$ cat src/rtl/pipeline_ctrl.sv
// rtl/pipeline_ctrl.sv - pipeline hazard, branch-flush and data-memory wait controller
module pipeline_ctrl #(
    parameter int TIMEOUT = 16,
    parameter int CNT_W   = 16
) (
    input  logic             clk,
    input  logic             rst,
    input  logic [4:0]       rs1_id,
    input  logic [4:0]       rs2_id,
    input  logic [4:0]       rd_ex,
    input  logic             RuWr_ex,
    input  logic [1:0]       RUDataWrSrc_ex,
    input  logic [1:0]       RUDataWrSrc_me,
    input  logic             DMWr_me,
    input  logic             br_taken_ex,
    input  logic             dm_ready,
    output logic             en_pc,
    output logic             en_ifid,
    output logic             en_idex,
    output logic             en_exme,
    output logic             en_mewb,
    output logic             flush_ifid,
    output logic             flush_idex,
    output logic             mem_err,
    output logic [CNT_W-1:0] stall_cnt
);

    localparam int WC_W = $clog2(TIMEOUT) + 1;
    localparam logic [WC_W-1:0] WAIT_LAST = WC_W'(TIMEOUT - 1);
    localparam logic [WC_W-1:0] WAIT_ONE  = {{(WC_W-1){1'b0}}, 1'b1};

    typedef enum logic {RUN, MEMWAIT} state_t;

    state_t          state;
    logic [WC_W-1:0] wait_cnt;
    logic            dm_req_me;
    logic            load_use;
    logic            frozen;

    assign dm_req_me = DMWr_me | (RUDataWrSrc_me == 2'b01);
    assign load_use  = RuWr_ex & (RUDataWrSrc_ex == 2'b01) & (rd_ex != 5'd0)
                     & ((rd_ex == rs1_id) | (rd_ex == rs2_id));

    always_comb begin
        frozen     = 1'b0;
        en_pc      = 1'b0;
        en_ifid    = 1'b0;
        en_idex    = 1'b0;
        en_exme    = 1'b0;
        en_mewb    = 1'b0;
        flush_ifid = 1'b0;
        flush_idex = 1'b0;
        if (!rst) begin
            if (state == RUN)
                frozen = dm_req_me & ~dm_ready;
            else
                frozen = ~dm_ready & (wait_cnt < WAIT_LAST);
            // Frozen cycles hold every register; pending branch/load-use is acted on at release.
            if (!frozen) begin
                en_exme = 1'b1;
                en_mewb = 1'b1;
                en_idex = 1'b1;
                if (br_taken_ex) begin
                    en_pc      = 1'b1;
                    en_ifid    = 1'b1;
                    flush_ifid = 1'b1;
                    flush_idex = 1'b1;
                end else if (load_use) begin
                    flush_idex = 1'b1;
                end else begin
                    en_pc   = 1'b1;
                    en_ifid = 1'b1;
                end
            end
        end
    end

    always_ff @(posedge clk or posedge rst) begin
        if (rst) begin
            state     <= RUN;
            wait_cnt  <= '0;
            mem_err   <= 1'b0;
            stall_cnt <= '0;
        end else begin
            if (!en_pc && (stall_cnt != {CNT_W{1'b1}}))
                stall_cnt <= stall_cnt + 1'b1;
            case (state)
                RUN: begin
                    if (dm_req_me && !dm_ready) begin
                        state    <= MEMWAIT;
                        wait_cnt <= WAIT_ONE;
                    end
                end
                MEMWAIT: begin
                    if (dm_ready) begin
                        state    <= RUN;
                        wait_cnt <= '0;
                    end else if (wait_cnt >= WAIT_LAST) begin
                        mem_err  <= 1'b1;
                        state    <= RUN;
                        wait_cnt <= '0;
                    end else begin
                        wait_cnt <= wait_cnt + 1'b1;
                    end
                end
                default: begin
                    state    <= RUN;
                    wait_cnt <= '0;
                end
            endcase
        end
    end

endmodule

$ cat config.mk
export PLATFORM = sky130hd
export DESIGN_NAME = pipeline_ctrl
export DESIGN_NICKNAME = d
export VERILOG_FILES = /design/src/rtl/pipeline_ctrl.sv
export SDC_FILE = /design/constraint.sdc
export NUM_CORES = 1
export LEC_CHECK = 0
export BUFFER_PORTS_ARGS = -buffer_cell sky130_fd_sc_hd__buf_2
export CAP_MARGIN = 20
export CORE_ASPECT_RATIO = 1.75
export CORE_MARGIN = 3
export CORE_UTILIZATION = 40
export CTS_BUF_LIST = sky130_fd_sc_hd__clkbuf_8
export CTS_CLUSTER_SIZE = 28
export DETAILED_ROUTE_END_ITERATION = 7
export HOLD_SLACK_MARGIN = 0.05
export MAX_ROUTING_LAYER = met4
export PLACE_DENSITY = 0.68
export SYNTH_ARGS = -nofsm -noshare
export SYNTH_HDL_FRONTEND = slang
export SYNTH_SLANG_ARGS = --single-unit
$ cat constraint.sdc
create_clock -name clk -period 2.4 [get_ports clk]
set_clock_uncertainty 0.15 [all_clocks]
set_input_delay 0 -clock clk [delete_from_list [all_inputs] [get_ports clk]]
set_output_delay 0 -clock clk [all_outputs]
set_load 0.02 [all_outputs]
==> qor.yml <==
synth:
  synth_area_um2: 1360
  synth_cell_types: 38
  ys_seq_elements: 23
  synth_edf_count: 0
  synthSimpleGateAreaFrac_pct: 23.4
  synth_xor_area_share_pct: 14.8
  synth_top_family_by_area: "simple AND/OR/NAND/NOR gates"
  ys_warn_count: 0
  ys_seq_area_share_pct: 42.3
  synth_flop_cell: "dfrtp_1"
  synth_compound_area_share_pct: 9.84
  syn_nets: 163
  syn_area_per_cell_um2: 10.1
  synthAdderAreaFrac_pct: 2.76
  synth_cells: 135
  yosys-mux-area-fraction_pct: 2.76
  async_flop_share_pct: 100
worst_setup_path:
  setup.worst_path.start_class: "flop"
  cp_top_family: "buffers and inverters"
  critical_path.max_stage_delay_ns: 0.57
  cp_max_fo: 5
  path_buf_inv: 1
  cp_slowest_cell: "dlygate4sd3_1"
  path_class: "flop to flop"
  worstPathRequired_ns: 2.46
  endpoint_kind: "flop"
  cp_common_cell: "ha_1"
  crit_chain: "ha_1 -> and3_1 -> ha_1 -> nor2_1 -> nand3_1 -> o31ai_1 -> dlygate4sd3_1"
  critical_path_arrival_ns: 2.37
finish:
  layout_common_cells: "buf_2, dfrtp_1, xnor2_1"
  postLayoutCellArea_um2: 1710
  seq_area_um2: 576
  final_core_util_pct: 53.3
  syn_to_final_growth_pct: 25.8
  fillCellCount: 296
  antennaDiodeCount: 0
  nets: 217
  layout-drive-gt1-share_pct: 34.0
  multiInputGateArea_um2: 728
  final_common_cell: "buf_2"
cts:
  clock-sinks: 23
  cts_resized: 0
  path_clk_slew_ns: 0.08
  clockBufferDepth: 2
  htreeDepth: 1
  clk-insertion-delay-late_ns: 0.26
  cts_made_buffers: 3
  ctsRootBufferMaster: "clkbuf_8"
  cts_tree: "built"
sta:
  slew_viol_final: 0
  min_period_over_period_pct: 96.5
  worstMarginPinSlew_ns: 0.855
  setup-tns-final_ns: 0
  rsz0062_at_grt: "false"
  hold_violations: 0
  clock.fmax_ghz: 0.432
  setup_viol: 0
  period_needed_ns: 2.31
  slew_headroom_pct: 42.9
  setup_slack_ns: 0.0850
floorplanning:
  dieHeight_um: 83.1
  core_area_um2: 3210
  dieWidth_um: 50.1
  die-area_um2: 4160
  io_pins: 49
  initial_core_util_pct: 42.4
  num_rows: 27
pwr:
  ir_drop_mv: 0.356
  powerDensity_nw_per_um2: 684
  p_leak_nw: 0.865
  total_power_w: 0.00117
detailed_routing:
  drc: 0
  wl_per_cell_um: 12.7
  drtIter0Drc: 27
  wl_um: 2920
  drt-pass1-iter-count: 4
  viasPerCell: 5.11
  drtAntennaViolNets: 0
  vias: 1180
global_route:
  grt_max_degree: 24
  grt_pass1_wl_um: 5120
  grt_usage_pct: 16.0
  antenna_found_initial: 0
  grt_pass1_vias: 1235
  grt-ovfl-total: 0
place:
  port_buffers: 48
  hpwl_um: 2370
  gp_congestion: 0.801
  placed_area_um2: 1640
  preCtsSetupSlack_ns: 0.347
outcome:
  status: "completed"
job:
  max-cap-violations: 0
worst_hold_path:
  hold_path.class: "input pin to flop"
## worst paths after layout
check / from / endpoint / slack [ns] / cells past startpoint
worst max-delay path: wait_cnt[0] / state / 0.09 / 7
worst min-delay path: br_taken_ex / stall_cnt[0] / 0.07 / 4
worst max register to register: wait_cnt[0] / state / 0.09 / 7
worst min register to register: mem_err / mem_err / 0.33 / 1
max in group asynchronous: rst / stall_cnt[11] / 1.24 / 3
min in group asynchronous: rst / wait_cnt[3] / 0.34 / 3
## synthesized netlist by cell type, types with 2 or more instances
master | n | area (um^2)
dfrtp_1 | 23 | 576
xnor2_1 | 13 | 114
nor2_1 | 12 | 45.0
nand3_1 | 11 | 55.1
xor2_1 | 10 | 87.6
nand2_1 | 9 | 33.8
and3_1 | 7 | 43.8
nand4_1 | 5 | 31.3
buf_4 | 4 | 30.0
inv_1 | 4 | 15.0
o21ai_0 | 4 | 20.0
ha_1 | 3 | 37.5
and2_1 | 2 | 12.5
mux2_1 | 2 | 22.5
nand3b_1 | 2 | 15.0
nor3_2 | 2 | 20.0
## worst register-to-register path: stages, from the launching register on
cell	delay (ns)
dfrtp_1	0.44
ha_1	0.25
and3_1	0.20
ha_1	0.20
nor2_1	0.17
nand3_1	0.19
o31ai_1	0.11
dlygate4sd3_1	0.57
## kinds of logic after synthesis
kind of cell    count (synthesis)
fa+ha+maj                       3
simple gates                   58
buf+inv                         9
flops                          23
compound gates                 16
xor+xnor                       23
mux                             3
## per-stage QoR
stage | hold slack, ns | std cells
floorplan | -0.148 | 135
global placement | 0.0734 | 224
detailed placement | 0.0754 | 224
CTS | 0.0770 | 231
global route | 0.141 | 231
finish | 0.0735 | 231
## cell type report
class                           instances  area share [%]
Tap cell                               43            3.15
Timing Repair Buffer                   54            17.1
Clock buffer                            3            2.41
Inverter                                4           0.878
Sequential cell                        23            33.7
Multi-Input combinational cell        103            42.6
Clock inverter                          1           0.219
## layer usage
layer	vias to the layer above	part of all wire (%)	global-route usage, %
li1	574	-	-
met1	558	38	16.2
met2	44	53	28.9
met3	4	6.1	1.80
met4	0	2.4	8.31
met5	-	0	-
## flip-flops by register name (all words and copies together), names as in the netlist
name,flops
state,1
stall_cnt,16
mem_err,1
wait_cnt,5
## power by group
group,switching [W],total (W),leakage (nW),internal [W]
sequential,0.0000899,0.000548,0.304,0.000458
combinational,0.000217,0.000384,0.534,0.000166
clock,0.000123,0.000237,0.0269,0.000114
total,0.000430,0.00117,0.865,0.000739
## repair_timing
item / in CTS / in global routing
hold buffers: 3 / 0
setup endpoints to repair: 0 / 0
buffers inserted: 0 / 0
hold endpoints to repair: 28 / 0
Note: power is estimated with default switching activity, not from simulation.
